$ cat src/rtl/perf_event_gen_if.sv
// Event bus carrying one-cycle performance-counter event pulses.
interface EVENT_INT;
    logic execute;
    logic load;
    logic store;
    logic unaligned;
    logic arithmetic;
    logic trap;
    logic interrupt;
    logic unconditional_branch;
    logic conditional_branch;
    logic branch;

    modport out (
        output execute, load, store, unaligned, arithmetic,
               trap, interrupt, unconditional_branch, conditional_branch, branch
    );
    modport in (
        input  execute, load, store, unaligned, arithmetic,
               trap, interrupt, unconditional_branch, conditional_branch, branch
    );
endinterface

$ cat src/rtl/perf_event_gen.sv
// Converts retire, memory-access and trap activity into registered one-cycle
// event pulses for the performance counters.
module perf_event_gen #(
    parameter int unsigned MEM_TIMEOUT = 255
) (
    input  logic       clk,
    input  logic       rst,
    input  logic       retire_valid,
    input  logic [2:0] retire_class,
    input  logic       branch_taken,
    input  logic       mem_req,
    input  logic [1:0] mem_addr_lo,
    input  logic [1:0] mem_size,
    input  logic       mem_ack,
    input  logic       trap_taken,
    input  logic       trap_is_interrupt,
    input  logic       flush,
    EVENT_INT.out      event_bus,
    output logic       mem_timeout
);

    localparam int unsigned CNT_W = 8;
    localparam logic [CNT_W-1:0] CNT_LAST = CNT_W'(MEM_TIMEOUT - 1);

    localparam logic [0:0] ST_IDLE = 1'b0;
    localparam logic [0:0] ST_WAIT = 1'b1;

    logic [0:0]       state_q, state_d;
    logic             mis_q, mis_d;
    logic [CNT_W-1:0] cnt_q, cnt_d;
    logic             unaligned_d;
    logic             timeout_d;
    logic             misaligned;
    logic             retire_ok;
    logic             is_jump;
    logic             is_cond;

    // An exception suppresses the retire; an interrupt does not.
    assign retire_ok = retire_valid & ~(trap_taken & ~trap_is_interrupt);
    assign is_jump   = (retire_class == 3'd4);
    assign is_cond   = (retire_class == 3'd5);

    // Alignment check of the access presented this cycle.
    always_comb begin
        misaligned = 1'b0;
        case (mem_size)
            2'd0:    misaligned = 1'b0;
            2'd1:    misaligned = mem_addr_lo[0];
            default: misaligned = |mem_addr_lo;
        endcase
    end

    // Memory-tracking FSM next state; flush overrides everything.
    always_comb begin
        state_d     = state_q;
        mis_d       = mis_q;
        cnt_d       = cnt_q;
        unaligned_d = 1'b0;
        timeout_d   = 1'b0;
        if (flush) begin
            state_d = ST_IDLE;
            mis_d   = 1'b0;
            cnt_d   = '0;
        end else begin
            case (state_q)
                ST_IDLE: begin
                    if (mem_req) begin
                        if (mem_ack) begin
                            unaligned_d = misaligned;
                        end else begin
                            state_d = ST_WAIT;
                            mis_d   = misaligned;
                            cnt_d   = '0;
                        end
                    end
                end
                ST_WAIT: begin
                    if (mem_ack) begin
                        state_d     = ST_IDLE;
                        unaligned_d = mis_q;
                        mis_d       = 1'b0;
                        cnt_d       = '0;
                    end else if (cnt_q == CNT_LAST) begin
                        state_d   = ST_IDLE;
                        timeout_d = 1'b1;
                        mis_d     = 1'b0;
                        cnt_d     = '0;
                    end else begin
                        cnt_d = cnt_q + CNT_W'(1);
                    end
                end
                default: begin
                    state_d = ST_IDLE;
                    mis_d   = 1'b0;
                    cnt_d   = '0;
                end
            endcase
        end
    end

    always_ff @(posedge clk or negedge rst) begin
        if (!rst) begin
            state_q <= ST_IDLE;
            mis_q   <= 1'b0;
            cnt_q   <= '0;
        end else begin
            state_q <= state_d;
            mis_q   <= mis_d;
            cnt_q   <= cnt_d;
        end
    end

    // Registered event pulses.
    always_ff @(posedge clk or negedge rst) begin
        if (!rst) begin
            event_bus.execute              <= 1'b0;
            event_bus.load                 <= 1'b0;
            event_bus.store                <= 1'b0;
            event_bus.unaligned            <= 1'b0;
            event_bus.arithmetic           <= 1'b0;
            event_bus.trap                 <= 1'b0;
            event_bus.interrupt            <= 1'b0;
            event_bus.unconditional_branch <= 1'b0;
            event_bus.conditional_branch   <= 1'b0;
            event_bus.branch               <= 1'b0;
            mem_timeout                    <= 1'b0;
        end else begin
            event_bus.execute              <= retire_ok;
            event_bus.load                 <= retire_ok & (retire_class == 3'd1);
            event_bus.store                <= retire_ok & (retire_class == 3'd2);
            event_bus.unaligned            <= unaligned_d;
            event_bus.arithmetic           <= retire_ok & (retire_class == 3'd3);
            event_bus.trap                 <= trap_taken;
            event_bus.interrupt            <= trap_taken & trap_is_interrupt;
            event_bus.unconditional_branch <= retire_ok & is_jump;
            event_bus.conditional_branch   <= retire_ok & is_cond;
            event_bus.branch               <= retire_ok & (is_jump | is_cond) & branch_taken;
            mem_timeout                    <= timeout_d;
        end
    end

endmodule

$ cat src/flat_wrapper.sv
// flat-port wrapper written by rule: the top's interface ports become plain ports
module perf_event_gen_flat 
#(
    parameter int unsigned MEM_TIMEOUT = 255
)
  (clk, rst, retire_valid, retire_class, branch_taken, mem_req, mem_addr_lo, mem_size, mem_ack, trap_taken, trap_is_interrupt, flush, mem_timeout, event_bus_execute, event_bus_load, event_bus_store, event_bus_unaligned, event_bus_arithmetic, event_bus_trap, event_bus_interrupt, event_bus_unconditional_branch, event_bus_conditional_branch, event_bus_branch);
  EVENT_INT event_bus_i ();
  input  logic clk;
  input  logic rst;
  input  logic retire_valid;
  input  logic [2:0] retire_class;
  input  logic branch_taken;
  input  logic mem_req;
  input  logic [1:0] mem_addr_lo;
  input  logic [1:0] mem_size;
  input  logic mem_ack;
  input  logic trap_taken;
  input  logic trap_is_interrupt;
  input  logic flush;
  output logic mem_timeout;
  output wire logic [$bits(event_bus_i.execute)-1:0] event_bus_execute;
  output wire logic [$bits(event_bus_i.load)-1:0] event_bus_load;
  output wire logic [$bits(event_bus_i.store)-1:0] event_bus_store;
  output wire logic [$bits(event_bus_i.unaligned)-1:0] event_bus_unaligned;
  output wire logic [$bits(event_bus_i.arithmetic)-1:0] event_bus_arithmetic;
  output wire logic [$bits(event_bus_i.trap)-1:0] event_bus_trap;
  output wire logic [$bits(event_bus_i.interrupt)-1:0] event_bus_interrupt;
  output wire logic [$bits(event_bus_i.unconditional_branch)-1:0] event_bus_unconditional_branch;
  output wire logic [$bits(event_bus_i.conditional_branch)-1:0] event_bus_conditional_branch;
  output wire logic [$bits(event_bus_i.branch)-1:0] event_bus_branch;
  assign event_bus_execute = event_bus_i.execute;
  assign event_bus_load = event_bus_i.load;
  assign event_bus_store = event_bus_i.store;
  assign event_bus_unaligned = event_bus_i.unaligned;
  assign event_bus_arithmetic = event_bus_i.arithmetic;
  assign event_bus_trap = event_bus_i.trap;
  assign event_bus_interrupt = event_bus_i.interrupt;
  assign event_bus_unconditional_branch = event_bus_i.unconditional_branch;
  assign event_bus_conditional_branch = event_bus_i.conditional_branch;
  assign event_bus_branch = event_bus_i.branch;
  perf_event_gen #(.MEM_TIMEOUT(MEM_TIMEOUT)) u_core (.clk(clk), .rst(rst), .retire_valid(retire_valid), .retire_class(retire_class), .branch_taken(branch_taken), .mem_req(mem_req), .mem_addr_lo(mem_addr_lo), .mem_size(mem_size), .mem_ack(mem_ack), .trap_taken(trap_taken), .trap_is_interrupt(trap_is_interrupt), .flush(flush), .event_bus(event_bus_i), .mem_timeout(mem_timeout));
endmodule
$ cat config.mk
export PLATFORM = sky130hd
export DESIGN_NAME = perf_event_gen_flat
export DESIGN_NICKNAME = d
export VERILOG_FILES = /design/src/rtl/perf_event_gen_if.sv /design/src/rtl/perf_event_gen.sv /design/src/flat_wrapper.sv
export SDC_FILE = /design/constraint.sdc
export NUM_CORES = 1
export LEC_CHECK = 0
export CAP_MARGIN = 20
export CORE_MARGIN = 5
export CORE_UTILIZATION = 40
export CTS_CLUSTER_SIZE = 14
export DETAILED_ROUTE_END_ITERATION = 7
export HOLD_SLACK_MARGIN = 0.08
export PLACE_DENSITY_LB_ADDON = 0.1
export SLEW_MARGIN = 40
export SYNTH_ARGS = -nofsm -noshare
export SYNTH_HDL_FRONTEND = slang
export SYNTH_SLANG_ARGS = --single-unit
$ cat constraint.sdc
create_clock -name clk -period 1.6 [get_ports clk]
set_clock_uncertainty 0.1 [all_clocks]
set_input_delay 0.4 -clock clk [delete_from_list [all_inputs] [get_ports clk]]
set_output_delay 0.4 -clock clk [all_outputs]
set_load 0.005 [all_outputs]
==> impl_metrics.ini <==
[logic_synthesis]
synth_cell_types = 26
synth_edf_count = 0
synth.area.top_cells = dfrtp_1 (56%), nor2_1 (4.4%), nand2_1 (3.6%), a21oi_1 (3.2%), xnor2_1 (2.8%)
ys_ff_latch = 21
synth_async_sr_flop_share_pct = 100
yosysTopAreaCellShare_pct = 56.0
synth-seq-area-share_pct = 56.0
synth_ff_type = dfrtp_1
synthCells = 90
syn_nets = 108
synth_area_leader_cell = dfrtp_1
synthesis.area_um2 = 938
avgSynthCellArea_um2 = 10.4
yosys_warnings = 0

[die]
die-area_mm2 = 0.00341
start_util_pct = 42.0
die_w_um = 58.4
io_pins = 27
core_area_mm2 = 0.00223
row_count = 17
die_height_um = 58.4

[setup_path]
start_kind = flip-flop
reg2reg_depth = 6
required_ns = 1.71
r2r_slack_ns = 0.05
cp.arrival_ns = 1.66
timing.rr.start = u_core.cnt_q[0]$_DFFE_PN0P_
crit_start = u_core.cnt_q[0]$_DFFE_PN0P_
cp_slowest_stage_delay_ns = 0.44
cp_max_fo = 8
path_cells = inv_1, ha_2, nand3_4, o21bai_4, a21boi_4, nor2_1
r2r_end = u_core.cnt_q[3]$_DFFE_PN0P_
slowest_stage = dfrtp_1
cp-end-kind = flip-flop
criticalPathCategory = flip-flop to flip-flop

[clock_network]
root_buffer = clkbuf_4
cts_buffers = 3
cts_buffer_depth = 2
clock_sinks = 21
cts_tree = built
cts_hold_buf = 0
htreeDepth = 1
clk_latency_ns = 0.31
cts.clk_slew.worst_paths_ns = 0.13

[finish]
syn_to_final_growth_pct = 45.7
layout_commonest_cell = dfrtp_1
final_nets = 151
drive_gt1_share_pct = 17.4
diodes = 0
most-common-layout-cells = dfrtp_1 (21), clkdlybuf4s50_1 (13), buf_4 (12)
final_core_util_pct = 61.2

[min_path]
hold_end = u_core.event_bus.unaligned$_DFF_PN0_
min_path_cells = 2
hold_path.class = input pin to flip-flop
hold_path_startpoint = flush

[routing]
vias = 803
wl_per_cell_um = 13.3
remaining_drc_errors = 0
drtIter0Drc = 7
wl_um = 2120
ant_nets = 0
drt-vias-per-instance = 5.02
first_pass_iters = 4

[global_routing]
antenna_found_initial = 0
grt_pass1_vias = 824
grt_max_degree = 22
grt.total_usage_pct = 12.6
grt_overflow_total = 0
grt_first_pass_wirelength_um = 3310

[status]
status = finished clean

[placement]
place_congestion = 0.746
dp_hpwl_um = 1590
io_buffers = 26

[sta]
finalSetupViolCount = 0
max_freq_mhz = 646
finalMaxSlewViolations = 0
period_share_pct = 96.7
maxSlewHeadroom_pct = 78.8
finalCriticalPeriod_ns = 1.55
grt_setup_unrepaired = true
hold_viol_final = 0
max_slew.worst_pin.slew_ns = 0.314

[power]
leakagePower_nw = 0.674
irDropWorstVdd_mv = 0.674
power_mw = 0.953
power_density_mw_per_mm2 = 697

[flow_run]
maxCapViolCount = 0
==> stage by stage <==
step	cells	hold slack, ns	setup TNS (ns)	area (um2)	setup WS (ns)
2_1_floorplan	90	0.00441	0	938	0.191
3_3_place_gp	154	0.427	-2.62	1310	-0.285
3_5_place_dp	154	0.436	-3.06	1310	-0.320
4_1_cts	158	0.312	0	1330	0.0154
5_1_grt	160	0.249	-0.0811	1370	-0.0312
6_report	160	0.252	0	1370	0.0525
==> cells in the mapped netlist, types with 2 or more instances <==
cell	instances
o21bai_1	2
a21oi_1	6
nand2_1	9
ha_1	2
a211oi_1	3
o21ai_0	4
nor3b_1	2
xnor2_1	3
nor3_1	3
nor2_1	11
dfrtp_1	21
inv_1	6
nand3_1	5
==> worst max-delay path by stage <==
stage                             endpoint  slack [ns]  depth (start not counted)
6_report       u_core.cnt_q[3]$_DFFE_PN0P_        0.05                          6
3_3_place_gp   u_core.cnt_q[3]$_DFFE_PN0P_       -0.28                          5
4_1_cts        u_core.cnt_q[3]$_DFFE_PN0P_        0.02                          5
3_5_place_dp   u_core.cnt_q[3]$_DFFE_PN0P_       -0.32                          5
2_1_floorplan  u_core.cnt_q[3]$_DFFE_PN0P_        0.19                          4
5_1_grt        u_core.cnt_q[3]$_DFFE_PN0P_       -0.03                          6
==> where the power goes <==
| group | total [mW] | internal, mW | switching (mW) |
|---|---|---|---|
| combinational | 0.134 | 0.0765 | 0.0575 |
| sequential | 0.549 | 0.542 | 0.00655 |
| clock | 0.270 | 0.0953 | 0.175 |
| total | 0.953 | 0.714 | 0.239 |
==> flip-flops by register name (all words and copies together) (netlist names) <==
| register | flops |
|---|---|
| u_core.mem_timeout | 1 |
| u_core.cnt_q | 8 |
| u_core.event_bus.conditional_branch | 1 |
| u_core.event_bus.arithmetic | 1 |
| u_core.event_bus.trap | 1 |
| u_core.event_bus.store | 1 |
| u_core.event_bus.execute | 1 |
| u_core.event_bus.load | 1 |
| u_core.event_bus.unaligned | 1 |
| u_core.event_bus.branch | 1 |
| u_core.event_bus.unconditional_branch | 1 |
| u_core.mis_q | 1 |
| u_core.state_q | 1 |
| u_core.event_bus.interrupt | 1 |
==> critical path: cells and delay by family, from the launching register on <==
family                   cells  cell delay [ns]
buffers and inverters        1             0.08
AND/OR/NAND/NOR              2             0.14
AO/OA/AOI/OAI                2             0.49
adder cells (fa/ha/maj)      1             0.19
flip-flops                   1             0.44
==> routing by layer <==
metal  wire length [um]  track usage, %  vias to the layer above
met3                163            6.80                        2
met1                864            12.1                      378
li1                   -               -                      395
met2               1080            23.1                       28
met5                  0               0                        -
met4                 17            3.31                        0
==> area by class of cell <==
| class | instances | area (um2) |
|---|---|---|
| well taps | 28 | 35.0 |
| multi-input cells | 63 | 413 |
| clock buffers | 3 | 22.5 |
| flip-flops and latches | 21 | 526 |
| clock inverters | 1 | 7.51 |
| fillers | 199 | 866 |
| repair buffers | 38 | 342 |
| inverters | 6 | 22.5 |
==> timing repair <==
item	in CTS	in global routing
buffers inserted	0	2
pin swaps	0	4
resized for setup	11	7
setup endpoints to repair	11	5
==> cells by family (layout without fill, tap and decap cells) <==
group / Yosys count / after routing / share of synthesized area (%)
muxes: 1 / 1 / 1.07
buffers and inverters: 6 / 48 / 2.40
DFF: 21 / 21 / 56.0
adders and majority gates: 2 / 2 / 2.67
xor gates and xnor gates: 3 / 3 / 2.80
and+or+nand+nor: 38 / 38 / 20.1
AOI/OAI and AO/OA: 19 / 19 / 14.9
Note: power is estimated with default switching activity, not from simulation.
==> patch: new RTL, config.mk and constraints unchanged <==
The localparam `CNT_W` goes from 8 to 7.
--- a/src/rtl/perf_event_gen.sv
+++ b/src/rtl/perf_event_gen.sv
@@ -19,7 +19,7 @@
     output logic       mem_timeout
 );
 
-    localparam int unsigned CNT_W = 8;
+    localparam int unsigned CNT_W = 7;
     localparam logic [CNT_W-1:0] CNT_LAST = CNT_W'(MEM_TIMEOUT - 1);
 
     localparam logic [0:0] ST_IDLE = 1'b0;
Function: no difference found for any inputs over 10 cycles, from zero or initial values and one cycle with rst low; that may be too few to reach the edited logic, so the function may still have changed.
==> patch against the unedited design <==
Setup slack better by 0.032 ns; sequential cell count down 1; wire length down 6.9%; maximum frequency up 2.1%; total power down 1.2%; area after synthesis down 5.6%; core utilization down 1.8 points; cell area down 5.8%; critical path type unchanged; largest cell class unchanged; highest routed layer unchanged.
==> patch: results (changes against the unedited design) <==
stage	metric	value	unit	change
outcome	status	completed		
power	pwr-share-seq	0.554		-0.022
worst_setup_path	path_max_fanout	5		-3
synth	syn_inst	87		-3.3%
placed_design	postPlaceCellArea	1260	um^2	-4.0%
placed_design	routabilityCongestion	0.765		+2.5%
layout	drive_above_1_share	0.165		-0.00889
synth	synthMuxAreaShare	0		-0.0107
drt	vias	766		-4.6%
synth	netlist_top_cells_count	20 x dfrtp_1, 10 x nand2_1, 8 x nor2_1, 7 x inv_1, 6 x o21ai_1		
worst_setup_path	r2r_slack	0.08	ns	+0.03 ns
synth	syn_nets	105		-2.8%
placed_design	dp_slack	-0.297	ns	+0.0230 ns
power	vdd_drop_max	0.410	mV	-39%
sta	period_share	0.947		-0.0200
worst_hold_path	min_path_type	input port to async pin		
layout	largest_register_ffs	7		-1
placed_design	post-dp-hpwl	1500	um	-5.8%
synth	yosys.area_share.adder	0.0282		+0.00158
layout	instances_no_fill	155		-3.1%
synth	synth_cell_types	25		-3.8%
worst_setup_path	startpoint	u_core.cnt_q[1]		
global_route	track_usage	0.133		+0.00725
synth	synth-compound-area-share	0.161		+0.0117
drt	drt_iter0_drc	26		+19
synth	synthXorXnorAreaFrac	0		-0.0280
global_route	grt_max_degree	21		-4.5%
synth	synthTopCellsByArea	dfrtp_1 56%, nand2_1 4.2%, o21ai_1 3.4%		
power	finalPower	0.941	mW	-1.2%
global_route	grt_pass1_wl	3440	um	+4.2%
worst_setup_path	crit_end	u_core.state_q		
synth	seq_area_frac_synth	0.565		+0.00497
power	p_leak	0.651	nW	-3.5%
power	combPwrFrac	0.129		-0.012
global_route	first_global_vias	807		-2.1%
worst_setup_path	arrival	1.59	ns	-0.07 ns
layout	fin_nets	146		-3.3%
worst_setup_path	rr_worst_depth	4		-2
sta	slew_headroom	0.747		-0.0412
drt	wl_per_cell	12.7	um	-3.9%
==> patch: routing by layer <==
layer,routed length (um),GRT usage
met1,895,0.164
met4,12,0.0331
met5,0,0
met2,909,0.227
met3,158,0.0407
==> patch: layout make-up <==
cell class              count  area (um^2)
clock buffers               4         36.3
repair buffers             36          327
multi-input cells          60          364
flip-flops and latches     20          500
well taps                  28         35.0
inverters                   7         26.3
fillers                   198          881
==> patch: worst min-delay path by stage <==
stage          slack (ns)    startpoint                           to  cells after the start
6_report             0.32           rst  u_core.event_bus.arithmetic                      2
5_1_grt              0.31       mem_ack               u_core.state_q                      2
4_1_cts              0.33           rst               u_core.state_q                      2
3_5_place_dp         0.39  u_core.mis_q                 u_core.mis_q                      1
3_3_place_gp         0.39  u_core.mis_q                 u_core.mis_q                      1
2_1_floorplan       0.004           rst              u_core.cnt_q[0]                      0
==> patch: worst max-delay path, cell delays in order, from the launching register on <==
cell	delay (ns)
dfrtp_1	0.44
ha_1	0.22
nand2_1	0.14
nor2_1	0.07
a2111oi_0	0.41
